`config.mk`:
```
export PLATFORM = sky130hd
export DESIGN_NAME = if_stage
export DESIGN_NICKNAME = d
export VERILOG_FILES = /design/src/rtl/cpu_pkg.sv /design/src/rtl/fetch_skid_buf.sv /design/src/rtl/if_stage.sv
export SDC_FILE = /design/constraint.sdc
export NUM_CORES = 1
export LEC_CHECK = 0
export ABC_AREA = 1
export BUFFER_PORTS_ARGS = -buffer_cell sky130_fd_sc_hd__buf_2
export CORE_MARGIN = 3
export CORE_UTILIZATION = 45
export DETAILED_ROUTE_END_ITERATION = 7
export PLACE_DENSITY_LB_ADDON = 0.05
export SETUP_SLACK_MARGIN = 0.1
export SLEW_MARGIN = 20
export SYNTH_ARGS = -nofsm -noshare
export SYNTH_HDL_FRONTEND = slang
export SYNTH_HIERARCHICAL = 1
export SYNTH_SLANG_ARGS = --single-unit
```
`constraint.sdc`:
```
create_clock -name clk -period 5.56 [get_ports clk]
set_input_delay 0.834 -clock clk [delete_from_list [all_inputs] [get_ports clk]]
set_output_delay 0.834 -clock clk [all_outputs]
set_load 0.05 [all_outputs]
```
`src/rtl/cpu_pkg.sv`:
```
// Shared pipeline definitions: datapath width, NOP encoding, fetch FSM states
// and the IF/ID pipeline register bundle.
package cpu_pkg;

    localparam int XLEN = 32;
    localparam logic [31:0] NOP_INSTR = 32'h0000_0013;
    localparam logic [XLEN-1:0] DEFAULT_RESET_PC = 32'h0000_0000;

    typedef enum logic [1:0] {
        FS_RESET = 2'd0,
        FS_RUN   = 2'd1,
        FS_HOLD  = 2'd2
    } fetch_state_t;

    typedef struct packed {
        logic            valid;
        logic [XLEN-1:0] pc;
        logic [XLEN-1:0] pc4;
        logic [31:0]     instr;
    } if_id_t;

    // Empty IF/ID slot: no instruction, NOP in the instruction field.
    localparam if_id_t IF_ID_BUBBLE = '{
        valid: 1'b0,
        pc:    32'h0000_0000,
        pc4:   32'h0000_0000,
        instr: NOP_INSTR
    };

endpackage

```
`src/rtl/fetch_skid_buf.sv`:
```
// One-entry {pc, instr} holding buffer for a fetch response that arrives
// while decode is stalled. Clear wins over load, load wins over drain.
module fetch_skid_buf
    import cpu_pkg::*;
#(
    parameter int SKID_W = 32
) (
    input  logic              clk,
    input  logic              rst,
    input  logic              clear,
    input  logic              load,
    input  logic              drain,
    input  logic [SKID_W-1:0] load_pc,
    input  logic [31:0]       load_instr,
    output logic              full,
    output logic [SKID_W-1:0] pc,
    output logic [31:0]       instr
);

    logic              full_r;
    logic [SKID_W-1:0] pc_r;
    logic [31:0]       instr_r;

    // Entry storage and occupancy flag.
    always_ff @(posedge clk or posedge rst) begin
        if (rst) begin
            full_r  <= 1'b0;
            pc_r    <= {SKID_W{1'b0}};
            instr_r <= NOP_INSTR;
        end else if (clear) begin
            full_r  <= 1'b0;
        end else if (load) begin
            full_r  <= 1'b1;
            pc_r    <= load_pc;
            instr_r <= load_instr;
        end else if (drain) begin
            full_r  <= 1'b0;
        end else begin
            full_r  <= full_r;
        end
    end

    assign full  = full_r;
    assign pc    = pc_r;
    assign instr = instr_r;

endmodule

```
`src/rtl/if_stage.sv`:
```
// Instruction-fetch stage: owns the PC, issues reads to a 1-cycle-latency
// instruction memory and fills the IF/ID register, with a one-entry skid
// for responses that land while decode is stalled.
module if_stage #(
    parameter int XLEN = 32,
    parameter logic [XLEN-1:0] RESET_PC = 32'h0000_0000,
    parameter int IMEM_AW = 10
) (
    input  logic               clk,
    input  logic               rst,
    output logic               imem_en,
    output logic [IMEM_AW-1:0] imem_addr,
    input  logic [31:0]        imem_rdata,
    input  logic               id_stall,
    input  logic               flush,
    input  logic               redirect_valid,
    input  logic [XLEN-1:0]    redirect_pc,
    output logic               if_id_valid,
    output logic [XLEN-1:0]    if_id_pc,
    output logic [XLEN-1:0]    if_id_pc4,
    output logic [31:0]        if_id_instr
);
    import cpu_pkg::*;

    logic [XLEN-1:0] pc_r;
    logic [XLEN-1:0] req_pc_r;
    logic            inflight_r;
    logic [XLEN-1:0] fetch_pc_s;
    logic            fetch_s;
    logic            kill_s;
    fetch_state_t    state_r;
    fetch_state_t    state_nxt_s;
    if_id_t          if_id_r;
    if_id_t          if_id_nxt_s;
    logic            skid_clear_s;
    logic            skid_load_s;
    logic            skid_drain_s;
    logic            skid_full_s;
    logic [XLEN-1:0] skid_pc_s;
    logic [31:0]     skid_instr_s;
    logic            unused_rpc_lsb_s;

    // Word-aligned target; the low two redirect bits carry no information.
    assign fetch_pc_s       = redirect_valid ? {redirect_pc[XLEN-1:2], 2'b00} : pc_r;
    assign unused_rpc_lsb_s = ^redirect_pc[1:0];
    // A stall only blocks sequential fetch; a redirect always fetches its target.
    assign fetch_s          = !rst && (!id_stall || redirect_valid);
    assign kill_s           = flush || redirect_valid;
    assign imem_en          = fetch_s;
    assign imem_addr        = fetch_pc_s[IMEM_AW+1:2];

    // A stalled response parks in the skid unless it is being killed.
    assign skid_clear_s = kill_s;
    assign skid_load_s  = inflight_r && id_stall && !kill_s;
    assign skid_drain_s = skid_full_s && !id_stall && !kill_s;

    fetch_skid_buf #(
        .SKID_W (XLEN)
    ) u_skid (
        .clk        (clk),
        .rst        (rst),
        .clear      (skid_clear_s),
        .load       (skid_load_s),
        .drain      (skid_drain_s),
        .load_pc    (req_pc_r),
        .load_instr (imem_rdata),
        .full       (skid_full_s),
        .pc         (skid_pc_s),
        .instr      (skid_instr_s)
    );

    // PC advance and tracking of the request whose data returns next cycle.
    always_ff @(posedge clk or posedge rst) begin
        if (rst) begin
            pc_r       <= RESET_PC;
            req_pc_r   <= {XLEN{1'b0}};
            inflight_r <= 1'b0;
        end else if (fetch_s) begin
            pc_r       <= fetch_pc_s + XLEN'(32'd4);
            req_pc_r   <= fetch_pc_s;
            inflight_r <= !(flush && !redirect_valid);
        end else begin
            inflight_r <= 1'b0;
        end
    end

    // IF/ID next value: flush, then stall, then redirect hold, then skid, then response.
    always_comb begin
        if_id_nxt_s = if_id_r;
        if (flush) begin
            if_id_nxt_s = IF_ID_BUBBLE;
        end else if (id_stall) begin
            if_id_nxt_s = if_id_r;
        end else if (redirect_valid) begin
            if_id_nxt_s = if_id_r;
        end else if (skid_full_s) begin
            if_id_nxt_s = '{valid: 1'b1, pc: skid_pc_s,
                            pc4: skid_pc_s + XLEN'(32'd4), instr: skid_instr_s};
        end else if (inflight_r) begin
            if_id_nxt_s = '{valid: 1'b1, pc: req_pc_r,
                            pc4: req_pc_r + XLEN'(32'd4), instr: imem_rdata};
        end else begin
            if_id_nxt_s = IF_ID_BUBBLE;
        end
    end

    // IF/ID pipeline register.
    always_ff @(posedge clk or posedge rst) begin
        if (rst) begin
            if_id_r <= IF_ID_BUBBLE;
        end else begin
            if_id_r <= if_id_nxt_s;
        end
    end

    // Fetch FSM next state: HOLD tracks an occupied skid.
    always_comb begin
        state_nxt_s = state_r;
        case (state_r)
            FS_RESET: begin
                if (fetch_s) begin
                    state_nxt_s = FS_RUN;
                end else begin
                    state_nxt_s = FS_RESET;
                end
            end
            FS_RUN: begin
                if (skid_load_s) begin
                    state_nxt_s = FS_HOLD;
                end else begin
                    state_nxt_s = FS_RUN;
                end
            end
            FS_HOLD: begin
                if (kill_s || !id_stall) begin
                    state_nxt_s = FS_RUN;
                end else begin
                    state_nxt_s = FS_HOLD;
                end
            end
            default: state_nxt_s = FS_RUN;
        endcase
    end

    // Fetch FSM state register.
    always_ff @(posedge clk or posedge rst) begin
        if (rst) begin
            state_r <= FS_RESET;
        end else begin
            state_r <= state_nxt_s;
        end
    end

    assign if_id_valid = if_id_r.valid;
    assign if_id_pc    = if_id_r.pc;
    assign if_id_pc4   = if_id_r.pc4;
    assign if_id_instr = if_id_r.instr;

endmodule

```
# Word-level counts from Yosys, hierarchy flattened
# Cells that the tools add are included.
[totals] reg_bits=227 output_inout_bits=108 word_cells=42
[op_classes] n_addsub=3 n_eq_ne=2 mux=10 bitwise=1 reduce_logical=16
[op_table] cell="$mux W97" n=5
[op_table] cell="$add A32 B3 Y32 const B" n=3
[op_table] cell="$mux W32" n=1
[op_table] cell="$logic_and A1 B1 Y1" n=6
[op_table] cell="$logic_not A1 Y1" n=5
[op_table] cell="$mux W1" n=4
[op_table] cell="$reduce_and A2 Y1" n=2
[op_table] cell="$reduce_bool A3 Y1" n=1
[op_table] cell="$logic_or A1 B1 Y1" n=2
[op_table] cell="$ne A2 B1 Y1 const B" n=1
[op_table] cell="$ne A2 B2 Y1 const B" n=1
[op_table] cell="$not A1 Y1" n=1

# Depth between registers and ports, before layout
# Gate-level depths: netlist of the first run.
[logic_depth] depth_word=6 mapped_depth=15 depth_no_buf=13

# Hierarchy
# The synthesis of the first run kept the hierarchy.
[by_module_without_submodules] mod="if_stage" n_inst=1 cells_per_inst=1396 area_each_um2=9610.5 seq_area_each_um2=3907.5
[by_module_without_submodules] mod="fetch_skid_buf" n_inst=1 cells_per_inst=284 area_each_um2=2596.2 seq_area_each_um2=1630.3

# Worst setup path after synthesis of the first run
# Ideal clock, no wire load.
[synth_path] path_type="input-to-output" from="input redirect_valid" to="output imem_en" t_arrival_ns=1.799 required_time_ns=4.726 path_slack_ns=2.927 path_stages=6 path_buffers=4 cell_sequence="buf_6 > inv_8 > buf_6 > a21oi_2 > buf_2 > buf_2"
[synth_between] elab_chain_len=2
[synth_lines] item="from (decl)" line_no="if_stage.sv:16" rtl="input logic redirect_valid,"
[synth_lines] item="$logic_or A1 B1 Y1" line_no="if_stage.sv:47" rtl="assign fetch_s = !rst && (!id_stall || redirect_valid);"
[synth_lines] item="$logic_and A1 B1 Y1" line_no="if_stage.sv:47"
[synth_lines] item="to (decl)" line_no="if_stage.sv:11" rtl="output logic imem_en,"
# No other way between the ends.

# Final worst setup path of the first run
# Ends and elaborated chain as after synthesis.

==> results of run 1 <==
metrics by stage:
step	instances	cell area, um2	utilization [%]	setup slack (ps)	total power, W
2_1_floorplan	1681	12200	-	524	0.00252
3_3_place_gp	2114	13100	49.8	1710	0.00277
3_5_place_dp	2114	13100	49.8	1650	0.00278
4_1_cts	2159	14000	53.1	2000	0.00452
5_1_grt	2160	14000	53.2	1870	0.00470
6_report	2160	14000	53.2	2020	0.00449
flip-flops by register name (all words and copies together), names as in the netlist:
signal and cells:
if_id_instr 32, if_id_pc 32, if_id_pc4 30, if_id_valid 1, inflight_r 1, pc_r 30
req_pc_r 30, u_skid/full 1, u_skid/instr 32, u_skid/pc 32
worst paths after layout:
kind / slack, ps / cells past startpoint / endpoint
setup / recovery: 2020 / 5 / imem_en
max in group asynchronous: 3900 / 3 / if_id_pc[29]
min in group asynchronous: 490 / 2 / pc_r[6]
hold / removal: 470 / 2 / u_skid/instr[0]
setup reg to reg: 2970 / 3 / if_id_pc[1]
hold reg to reg: 470 / 2 / u_skid/instr[0]
cells by family (layout without fill, tap and decap cells):
logic type      count (synthesis)  in the layout  share of synthesized area [%]
fa+ha+maj                       3              3                          0.308
buf+inv                       198            342                           7.61
flops                         221            221                           45.4
simple gates                 1053           1053                           35.8
other cells                     1              2                         0.0307
compound gates                190            190                           9.86
xor+xnor                       14             14                           1.00
critical path: stages:
cell and delay, ps:
buf_2 570, inv_8 210, a21oi_4 190, buf_4 500, buf_2 370
power breakdown:
group | internal (W) | total [W] | switching [W] | leakage (nW)
logic | 0.000213 | 0.000797 | 0.000585 | 3.64
clock network | 0.00106 | 0.00173 | 0.000672 | 0.417
registers | 0.00178 | 0.00197 | 0.000184 | 2.90
total | 0.00305 | 0.00449 | 0.00144 | 6.95
per-layer routing:
layer  GRT usage [%]  up-vias
met1            39.4     5550
met2            41.2      443
met5               0        -
met3            4.74       66
met4            7.44        0
li1                -     5710
placed cells by master (no fill, tap or decap), drive strengths merged:
| cell type | n |
|---|---|
| clkinvlp | 2 |
| bufinv | 2 |
| xnor2 | 1 |
| xor2 | 13 |
| o31ai | 1 |
| a31oi | 4 |
| dfstp | 6 |
| o221ai | 16 |
| o211ai | 22 |
| o21a | 4 |
| nor2 | 176 |
| a21oi | 27 |
| o21bai | 5 |
| a22o | 2 |
| dfrtp | 215 |
| nand4 | 16 |
| a32o | 1 |
| clkbuf | 40 |
| conb | 2 |
| inv | 102 |
| buf | 191 |
| nor3 | 9 |
| nor2b | 1 |
| clkinv | 5 |
| or2 | 2 |
| a22oi | 35 |
| nand3 | 181 |
| o21ai | 70 |
| ha | 3 |
| nand2 | 668 |
| o22ai | 3 |
final cells by class:
| type | instances | area share (%) |
|---|---|---|
| tap | 335 | 2.99 |
| clock inverter | 5 | 0.598 |
| multi-input combinational | 1262 | 41.1 |
| timing repair buffer | 191 | 7.26 |
| clock buffer | 40 | 5.59 |
| inverter | 106 | 2.94 |
| sequential | 221 | 39.5 |
==> flow_summary.yaml, run 1 <==
floorplan:
  die_h_um: 171
  start_util_pct: 46.3
  die-area_um2: 29100
  core-area_um2: 26400
  io_pins: 177
  rows: 59
  die_w_um: 171
route:
  antenna_left: 0
  wl_per_cell_um: 18.2
  wl_met1_um: 17800
  first_iter_violations: 1047
  dr_wl_met3_um: 2960
  wirelength_um: 39200
  dr.pass1.iters: 5
  vias_per_cell: 5.45
  vias: 11800
  route.detailed.drc: 0
  wl_met2_um: 17400
  highest_layer: "met4"
timing:
  finalClockSkew_ps: 7.51
  setup_violations: 0
  hold_viol: 0
  layout_min_cycle_time_ps: 3540
  rsz0062_at_grt: "false"
  slew_violations: 0
  tightest_slew_ps: 922
  relSlewSlack_pct: 38.4
  min_period_over_period_pct: 63.7
  hold_ws_ps: 467
  setup_tns_ps: 0
  max_freq_ghz: 0.282
layout:
  drive_gt1_share_pct: 15.2
  num_antenna_cells: 0
  syn2layout_area_growth_pct: 14.9
  multiInputGateArea_um2: 5770
  ff_latch_area_um2: 5540
  num-fill-cells: 2628
  final_nets: 1880
critical_path:
  timing.rr.start: "u_skid/full"
  cp.required_ps: 4730
  cp_max_fo: 56
  path_class: "primary input to output port"
  startpoint: "redirect_valid"
  cp-start-kind: "primary input"
  cp.arrival_ps: 2710
  endpoint_kind: "output port"
logic_synthesis:
  synth_top_area_cell: "dfrtp_1"
  synth.ff_latch_count: 221
  ys_warn_count: 6
  syn_area_per_cell_um2: 7.27
  synth-edff-count: 0
  synth.distinct_cells: 43
  netlist_area_um2: 12200
  yosysMostFrequentCell: "nand2_1"
  yosys-top-cells-count: "nand2_1 (653), dfrtp_1 (215), nand3_1 (179), nor2_1 (161), inv_1 (101)"
  synthTopCellsByArea: "dfrtp_1 (44%), nand2_1 (20%), nand3_1 (7.3%)"
  synthCells: 1680
  yosysTopAreaCellShare_pct: 44.1
  synth_top_flop_cell: "dfrtp_1"
  yosysSeqAreaShare_pct: 45.4
  async_flop_share_pct: 100
cts:
  cts_tree: "yes"
  cts-buffers-inserted: 26
  cts.htree.levels: 1
  clk_pin_slew_ps: 60
  cts_hold_buffers: 0
  cts.sinks: 221
  cts_max_path_buffers: 3
  clk_latency_ps: 520
  cts-root-buf: "clkbuf_16"
  post_cts_buffers: 0
  post_cts_resized: 0
grt:
  antenna_found_initial: 0
  grt_pass1_vias: 11400
  grt_pass1_wl_um: 62700
  grt_use_total_pct: 26.9
  grt_max_degree: 109
  overflow: 0
power:
  power.density_nw_per_um2: 320
  vdd_drop_max_mv: 0.230
  p_leak_nw: 6.95
place:
  gp_congestion: 0.941
  numPortBuffers: 174
  place_hpwl_um: 27100
worst_hold_path:
  hold_class: "flop to flop"
  worstHoldStart: "u_skid/instr[0]"
flow_run:
  cap_violations: 0
outcome:
  outcome: "completed"
Power figures use the tool's default switching activity.
==> inputs of run 2 (changes only) <==
Clock period 5.56 ns to 3.3 ns, I/O delays scaled along.
==> flow_summary.yaml, run 2 (synthesized netlist as in run 1, its figures left out) <==
route:
  dr.pass1.iters: 5
  antenna_left: 0
  wirelength_um: 39000
  vias: 11700
  wl_per_cell_um: 18.0
  first_iter_violations: 1157
  vias_per_cell: 5.39
  route.detailed.drc: 0
floorplan:
  start_util_pct: 46.3
  die-area_um2: 29100
  io_pins: 177
  die_w_um: 171
  core-area_um2: 26400
  die_h_um: 171
  rows: 59
timing:
  setup_tns_ps: 0
  layout_min_cycle_time_ps: 2440
  rsz0062_at_grt: "false"
  hold_viol: 0
  finalClockSkew_ps: 20.1
  tightest_slew_ps: 1030
  relSlewSlack_pct: 31.3
  max_freq_ghz: 0.410
  setup_violations: 0
  setup_ws_ps: 861
  slew_violations: 0
  min_period_over_period_pct: 73.9
critical_path:
  r2r_end: "if_id_pc4[18]"
  critPathSlowestCell: "dfrtp_1"
  cp-start-kind: "flop"
  r2r_cells: 9
  path_class: "flop to flop"
  cp.required_ps: 3720
  worst_path_most_repeated_cell: "nand2_1"
  crit_chain: "ha_1 > nand3_1 > inv_1 > nand2_1 > nor2_1 > xor2_1 > nand2_1 > nand3_1 > nand2_1"
  r2r_setup_slack_ps: 860
  cp_max_fo: 9
  timing.rr.start: "u_skid/pc[2]"
  max_stage_delay_ps: 640
  cp_top_family: "simple AND/OR/NAND/NOR gates"
  critPathBufInv: 1
  cp.arrival_ps: 2860
  endpoint_kind: "flop"
place:
  place_ws_ps: 652
  gp_congestion: 0.941
  dp.cells: 2118
  place_hpwl_um: 27300
  numPortBuffers: 174
  postPlaceCellArea_um2: 13200
grt:
  grt_pass1_wl_um: 61600
  overflow: 0
  grt_max_degree: 94
  antenna_found_initial: 0
  grt_use_total_pct: 26.5
  grt_pass1_vias: 11000
cts:
  post_cts_buffers: 0
  cts.htree.levels: 1
  cts-buffers-inserted: 26
  cts_hold_buffers: 0
  clk_pin_slew_ps: 60
  cts-root-buf: "clkbuf_16"
  cts_max_path_buffers: 3
  clk_latency_ps: 530
  post_cts_resized: 0
  cts.sinks: 221
  cts_tree: "yes"
power:
  vdd_drop_max_mv: 0.457
  power.density_nw_per_um2: 555
  p_leak_nw: 7.02
layout:
  final_nets: 1883
  num_antenna_cells: 0
  finalNonFillerCells: 2166
  layout.cells.most_common_list: "nand2_1 (653), dfrtp_1 (214), nand3_1 (179), buf_2 (174), nor2_1 (158)"
  drive_gt1_share_pct: 15.9
  final_area_um2: 14200
  mostFrequentLayoutCell: "nand2_1"
  syn2layout_area_growth_pct: 16.2
  fin_util_pct: 53.8
flow_run:
  cap_violations: 0
worst_hold_path:
  hold_class: "primary input to asynchronous set/reset pin"
outcome:
  outcome: "completed"
[run 2: cell count changes in the layout (fill, tap and decap cells not counted), sizes merged]
cell	change
inv	-1
buf	+3
clkinv	+4
bufinv	+3
clkbuf	-7
clkinvlp	+4
[run 2: routing by layer]
| layer | share of wire (%) | global-route usage (%) | wire length, um |
|---|---|---|---|
| met1 | 46 | 39.8 | 18100 |
| met2 | 45 | 41.1 | 17400 |
| met3 | 7.1 | 3.84 | 2780 |
| met4 | 1.9 | 5.22 | 758 |
| met5 | 0 | 0 | 0 |
[run 2: power breakdown]
part | switching [W] | leakage, nW | total (W) | internal, W
Sequential | 0.000311 | 2.90 | 0.00332 | 0.00300
Clock | 0.00119 | 0.467 | 0.00320 | 0.00202
Combinational | 0.000984 | 3.66 | 0.00135 | 0.000363
Total | 0.00248 | 7.02 | 0.00787 | 0.00539
[run 2: area by class of cell]
cell class | count | area (um2)
Tap cell | 335 | 419
Clock inverter | 15 | 220
Multi-Input combinational cell | 1262 | 5770
Fill cell | 2620 | 12200
Clock buffer | 33 | 758
Sequential cell | 221 | 5540
Timing Repair Buffer | 194 | 1070
Inverter | 106 | 409
[run 2: worst max-delay path by stage]
| stage | from | endpoint | slack (ps) | cells past startpoint |
|---|---|---|---|---|
| after global routing | req_pc_r[3] | if_id_pc4[18] | 680 | 9 |
| after detailed placement | redirect_valid | pc_r[20] | 650 | 10 |
| final | u_skid/pc[2] | if_id_pc4[18] | 860 | 9 |
| after floorplan | rst | if_id_instr[10] | 830 | 1 |
| after CTS | u_skid/pc[2] | if_id_pc4[18] | 900 | 9 |
| after global placement | redirect_valid | pc_r[20] | 710 | 10 |
[run 2: metrics by stage]
step	total power [W]	hold slack, ps
after detailed placement	0.00469	454
after global placement	0.00467	453
after CTS	0.00793	98.6
final	0.00787	90.3
after floorplan	0.00425	440
after global routing	0.00822	117
